`config.mk`:
```
export PLATFORM = sky130hd
export DESIGN_NAME = seg7_scan_driver
export DESIGN_NICKNAME = d
export VERILOG_FILES = /design/src/rtl/seg7_scan_driver.sv
export SDC_FILE = /design/constraint.sdc
export NUM_CORES = 1
export LEC_CHECK = 0
export BUFFER_PORTS_ARGS = -buffer_cell sky130_fd_sc_hd__buf_4
export CAP_MARGIN = 15
export CORE_MARGIN = 8
export CORE_UTILIZATION = 45
export CTS_CLUSTER_DIAMETER = 80
export DETAILED_ROUTE_END_ITERATION = 8
export GPL_ROUTABILITY_DRIVEN = 0
export PLACE_DENSITY = 0.65
export SETUP_SLACK_MARGIN = 0.02
export SLEW_MARGIN = 20
export SYNTH_ARGS = -nofsm -noshare
export SYNTH_HDL_FRONTEND = slang
export SYNTH_SLANG_ARGS = --single-unit
```
`constraint.sdc`:
```
create_clock -name clock -period 2.9 [get_ports clock]
set_clock_uncertainty 0.05 [all_clocks]
set_input_delay 0.145 -clock clock [delete_from_list [all_inputs] [get_ports clock]]
set_output_delay 0.145 -clock clock [all_outputs]
set_load 0.1 [all_outputs]
```
`src/rtl/seg7_scan_driver.sv`:
```
// Eight-digit multiplexed seven-segment scanner with double-buffered character
// data committed only at frame boundaries, per-digit blink and a guard cycle per dwell.
module seg7_scan_driver #(
    parameter int CLK_HZ       = 100_000_000,
    parameter int DIGIT_HZ     = 1000,
    parameter int BLINK_FRAMES = 64
) (
    input  logic        clock,
    input  logic        reset,
    input  logic        load,
    input  logic [39:0] chars,
    input  logic [7:0]  blink_mask,
    output logic [7:0]  an,
    output logic [6:0]  seg,
    output logic        dp,
    output logic        frame_done
);

    localparam int DIV = CLK_HZ / DIGIT_HZ;
    localparam int P_W = (DIV > 2) ? $clog2(DIV) : 1;
    localparam int F_W = (BLINK_FRAMES > 1) ? $clog2(BLINK_FRAMES) : 1;
    localparam logic [P_W-1:0] P_LAST      = P_W'(DIV - 1);
    localparam logic [F_W-1:0] F_LAST      = F_W'(BLINK_FRAMES - 1);
    localparam logic [39:0]    BLANK_CHARS = {8{5'h1F}};
    localparam logic [6:0]     SEG_BLANK   = 7'h7F;
    localparam logic [7:0]     AN_OFF      = 8'hFF;

    // Segment patterns are active-low {g,f,e,d,c,b,a}.
    function automatic logic [6:0] decode(input logic [4:0] code);
        logic [6:0] s;
        case (code)
            5'h00:   s = 7'h40;
            5'h01:   s = 7'h79;
            5'h02:   s = 7'h24;
            5'h03:   s = 7'h30;
            5'h04:   s = 7'h19;
            5'h05:   s = 7'h12;
            5'h06:   s = 7'h02;
            5'h07:   s = 7'h78;
            5'h08:   s = 7'h00;
            5'h09:   s = 7'h10;
            5'h0A:   s = 7'h08;
            5'h0B:   s = 7'h03;
            5'h0C:   s = 7'h46;
            5'h0D:   s = 7'h47;
            5'h0E:   s = 7'h11;
            5'h0F:   s = 7'h42;
            5'h10:   s = 7'h61;
            5'h11:   s = 7'h12;
            5'h12:   s = 7'h06;
            5'h13:   s = 7'h07;
            5'h14:   s = 7'h41;
            5'h15:   s = 7'h0C;
            5'h16:   s = 7'h3F;
            default: s = SEG_BLANK;
        endcase
        return s;
    endfunction

    logic [P_W-1:0] p_q, p_d;
    logic [2:0]     idx_q, idx_d;
    logic [39:0]    act_chars_q, act_chars_d;
    logic [7:0]     act_mask_q, act_mask_d;
    logic [39:0]    sh_chars_q, sh_chars_d;
    logic [7:0]     sh_mask_q, sh_mask_d;
    logic           pend_q, pend_d;
    logic           phase_q, phase_d;
    logic [F_W-1:0] fcnt_q, fcnt_d;
    logic [7:0]     an_q, an_d;
    logic [6:0]     seg_q, seg_d;
    logic           fd_q, fd_d;
    logic           last_p_s;
    logic           boundary_s;
    logic [4:0]     cur_char_s;
    logic           cur_blank_s;

    // Character of the digit currently being scanned.
    always_comb begin
        cur_char_s = 5'h1F;
        case (idx_q)
            3'd0:    cur_char_s = act_chars_q[4:0];
            3'd1:    cur_char_s = act_chars_q[9:5];
            3'd2:    cur_char_s = act_chars_q[14:10];
            3'd3:    cur_char_s = act_chars_q[19:15];
            3'd4:    cur_char_s = act_chars_q[24:20];
            3'd5:    cur_char_s = act_chars_q[29:25];
            3'd6:    cur_char_s = act_chars_q[34:30];
            3'd7:    cur_char_s = act_chars_q[39:35];
            default: cur_char_s = 5'h1F;
        endcase
    end

    // Next-state: scan counters, buffer commit, blink phase and output images.
    always_comb begin
        last_p_s    = (p_q == P_LAST);
        boundary_s  = last_p_s && (idx_q == 3'd7);
        cur_blank_s = phase_q & act_mask_q[idx_q];

        p_d         = p_q;
        idx_d       = idx_q;
        act_chars_d = act_chars_q;
        act_mask_d  = act_mask_q;
        sh_chars_d  = sh_chars_q;
        sh_mask_d   = sh_mask_q;
        pend_d      = pend_q;
        phase_d     = phase_q;
        fcnt_d      = fcnt_q;
        an_d        = AN_OFF;
        seg_d       = SEG_BLANK;
        fd_d        = boundary_s;

        if (last_p_s) begin
            p_d   = {P_W{1'b0}};
            idx_d = idx_q + 3'd1;
        end else begin
            p_d   = p_q + P_W'(1);
            idx_d = idx_q;
        end

        // Commit uses the pre-edge shadow, so a coincident load lands in shadow and stays pending.
        if (boundary_s && pend_q) begin
            act_chars_d = sh_chars_q;
            act_mask_d  = sh_mask_q;
        end else begin
            act_chars_d = act_chars_q;
            act_mask_d  = act_mask_q;
        end

        if (load) begin
            sh_chars_d = chars;
            sh_mask_d  = blink_mask;
            pend_d     = 1'b1;
        end else if (boundary_s) begin
            pend_d     = 1'b0;
        end else begin
            pend_d     = pend_q;
        end

        if (boundary_s) begin
            if (fcnt_q == F_LAST) begin
                phase_d = ~phase_q;
                fcnt_d  = {F_W{1'b0}};
            end else begin
                fcnt_d  = fcnt_q + F_W'(1);
            end
        end else begin
            fcnt_d = fcnt_q;
        end

        // First cycle of every dwell is a dark guard cycle to avoid ghosting.
        if (p_q == {P_W{1'b0}}) begin
            an_d  = AN_OFF;
            seg_d = SEG_BLANK;
        end else begin
            an_d  = ~(8'b0000_0001 << idx_q);
            if (cur_blank_s) begin
                seg_d = SEG_BLANK;
            end else begin
                seg_d = decode(cur_char_s);
            end
        end
    end

    // State and registered-output update; reset restores a blank, idle display.
    always_ff @(posedge clock) begin
        if (!reset) begin
            p_q         <= {P_W{1'b0}};
            idx_q       <= 3'd0;
            act_chars_q <= BLANK_CHARS;
            act_mask_q  <= 8'h00;
            sh_chars_q  <= BLANK_CHARS;
            sh_mask_q   <= 8'h00;
            pend_q      <= 1'b0;
            phase_q     <= 1'b0;
            fcnt_q      <= {F_W{1'b0}};
            an_q        <= AN_OFF;
            seg_q       <= SEG_BLANK;
            fd_q        <= 1'b0;
        end else begin
            p_q         <= p_d;
            idx_q       <= idx_d;
            act_chars_q <= act_chars_d;
            act_mask_q  <= act_mask_d;
            sh_chars_q  <= sh_chars_d;
            sh_mask_q   <= sh_mask_d;
            pend_q      <= pend_d;
            phase_q     <= phase_d;
            fcnt_q      <= fcnt_d;
            an_q        <= an_d;
            seg_q       <= seg_d;
            fd_q        <= fd_d;
        end
    end

    assign an         = an_q;
    assign seg        = seg_q;
    assign dp         = 1'b1;
    assign frame_done = fd_q;

endmodule

```
==> reports/qor.yml <==
outcome: "finished clean"
min_to: "sh_chars_q[33]$_SDFFE_PN1P_"
final_max_slew_viol_count: 0
num_vias: 4860
synth_most_common_cell: "nand2_1"
portBuffers: 66
drt-initial-drc-count: 398
power_mw: 4.31
combPwrFrac: 0.059
syn_area_per_cell_um2: 9.16
synth_edf_count: 0
track_usage: 0.165
critPathMaxFanout: 5
tightest_slew_ns: 0.822
yosys_warnings: 0
final_area_mm2: 0.00775
antenna_left: 0
ir_worst_vdd_mv: 0.359
htree_levels: 4
worstHoldStart: "reset"
seq_power_share: 0.464
row_count: 42
max-slew-margin-rel: 0.452
synth_area_mm2: 0.00594
cts_tree: "built"
ys_types: 59
synth-seq-cells: 140
antenna_found_initial: 0
viasPerCell: 5.09
first_pass_iters: 6
critPathRequiredTime_ns: 3.14
p_sw_mw: 0.888
finalCriticalPeriod_ns: 2.83
grt_max_degree: 61
ys_seq_area_frac: 0.472
worstHoldPathType: "input port to flop"
fp.coreArea_mm2: 0.0131
path_cells: "ha_2 > ha_1 > or4_4 > or2_4 > a31o_2 > buf_4 > ha_4 > nor3_4 > a41oi_1 > a41o_1"
fin_crit_sh: 0.974
synth_top_area_frac: 0.472
clockBufferDepth: 2
ys.flop_type: "dfxtp_1"
path_clk_slew_ns: 0.05
fin_ws_ns: 0.0740
timing.rr.end: "seg[1]$_SDFF_PP1_"
placed_area_mm2: 0.00661
cap_violations: 0
p_sw_frac: 0.206
cp-end-kind: "flop"
dp_hpwl_mm: 9.16
drive_gt1_frac: 0.191
cp.arrival_ns: 3.07
clock_latency_ns: 0.41
wl_per_cell_um: 14.1
cts.sinks: 140
antenna-diode-count: 0
critical-path-slowest-cell: "or4_4"
hold_violations: 0
grt_setup_unrepaired: "yes"
ios: 68
first_global_vias: 4815
die_h_um: 131
critPathKind: "flop to flop"
holdPathStages: 2
cts-root-buf: "clkbuf_16"
cts-buffers-inserted: 17
r2r_setup_slack_ns: 0.07
setup_viol: 0
place_ws_ns: -0.0221
grt_pass1_wl_mm: 22.5
fp.dieW_um: 131
drc: 0
globalRouteOverflowTotal: 0
pwr-share-clk: 0.477
powerDensity_mw_per_mm2: 556
leakage_nw: 3.36
critPathLaunch: "idx_q[0]$_SDFFE_PN0N_"
synth.area.top_cells: "dfxtp_1, nand2_1, mux2i_1"
fmax_ghz: 0.354
routed_wl_mm: 13.5
netlist_instances: 649
synthToLayoutAreaGrowth_pct: 30.3
synth_common_cells: "nand2_1, dfxtp_1, mux2i_1"
start_util: 0.454
ff2ff_path_depth: 10
critPathLaunchType: "flop"
synth_top_cell_by_area: "dfxtp_1"
async_flop_share: 0
worstReg2RegStart: "idx_q[0]$_SDFFE_PN0N_"
cp_slowest_stage_delay_ns: 0.52
p_int_mw: 3.42
syn_nets: 716
die_area_mm2: 0.0171
final_nets: 833
[per-stage QoR]
step | setup TNS [ns] | hold WS, ns | cells | utilization
floorplan | 0 | 0.223 | 649 | -
global placement | 0 | 0.310 | 868 | 0.505
detailed placement | -0.0280 | 0.314 | 868 | 0.505
CTS | 0 | 0.0687 | 948 | 0.586
global route | 0 | 0.0837 | 955 | 0.592
finish | 0 | 0.0802 | 955 | 0.592
[how the worst max path moves through the flow]
stage	end	slack [ns]	cells past startpoint
6_report	seg[1]$_SDFF_PP1_	0.07	10
5_1_grt	seg[3]$_SDFF_PP1_	0.003	10
4_1_cts	seg[6]$_SDFF_PP1_	0.03	12
3_5_place_dp	seg[6]$_SDFF_PP1_	-0.02	12
3_3_place_gp	seg[0]$_SDFF_PP1_	0.12	12
2_1_floorplan	seg[4]$_SDFF_PP1_	0.02	13
[power by group through the flow]
stage          registers [mW]  logic (mW)  clock network (mW)
2_1_floorplan            2.04       0.120                   0
3_3_place_gp             2.04       0.196                   0
3_5_place_dp             2.04       0.201                   0
4_1_cts                  2.00       0.253                2.10
5_1_grt                  2.00       0.277                2.20
6_report                 2.00       0.253                2.06
[sequential cells by signal, indices dropped and copies added (netlist names), 3 cells and up]
| register | count |
|---|---|
| seg | 7 |
| fcnt_q | 6 |
| an | 8 |
| act_mask_q | 8 |
| sh_chars_q | 40 |
| idx_q | 3 |
| act_chars_q | 40 |
| p_q | 17 |
| sh_mask_q | 8 |
[worst max-delay path: cells and delay by family, from the launching register on]
family / cells / cell delay (ns)
AO/OA/AOI/OAI: 3 / 0.53
AND/OR/NAND/NOR: 3 / 1.00
flip-flops: 1 / 0.34
buffers and inverters: 1 / 0.15
adder cells (fa/ha/maj): 3 / 0.64
[cell usage in the layout, fill, tap and decap left out, types with 6 or more instances in the layout]
cell,count
nand2_1,158
dfxtp_1,137
buf_4,91
mux2i_1,55
nand3_1,50
dlygate4sd3_1,48
nor2_1,24
clkbuf_16,17
ha_1,14
nor2b_1,12
inv_1,11
xnor2_1,11
nand4_1,10
o21ai_0,9
and2_1,9
nor3_1,8
a21boi_0,8
xor2_1,8
and3_1,7
clkbuf_1,6
[routing by layer]
layer | part of all wire | track usage | up-vias | wire (um)
met4 | 0.020 | 0.0770 | 0 | 276
met3 | 0.043 | 0.0373 | 32 | 580
met5 | 0 | 0 | - | 0
met1 | 0.46 | 0.200 | 2252 | 6150
met2 | 0.48 | 0.271 | 118 | 6490
li1 | - | - | 2458 | -
[area by class of cell]
cell class	instances	area [um^2]
Sequential cell	140	2810
Clock buffer	25	475
Timing Repair Buffer	139	1160
Tap cell	176	220
Inverter	13	48.8
Fill cell	1101	5340
Clock inverter	7	88.8
Multi-Input combinational cell	455	2940
[kinds of logic after synthesis]
logic type / Yosys count / share of synthesized area
AND/OR/NAND/NOR: 294 / 0.225
multiplexers: 60 / 0.106
XOR/XNOR: 19 / 0.0280
buffers and inverters: 54 / 0.0423
other: 1 / 0.000631
adder cells (fa/ha/maj): 16 / 0.0337
flip-flops: 140 / 0.472
AO/OA/AOI/OAI: 65 / 0.0933
[timing repair]
item / CTS / global route
hold endpoints to repair: 48 / 0
pin swaps: 0 / 3
buffers inserted: 0 / 7
resized for setup: 2 / 9
gates cloned: 0 / 0
setup endpoints to repair: 2 / 6
hold buffers: 48 / 0
Power figures use the tool's default switching activity.
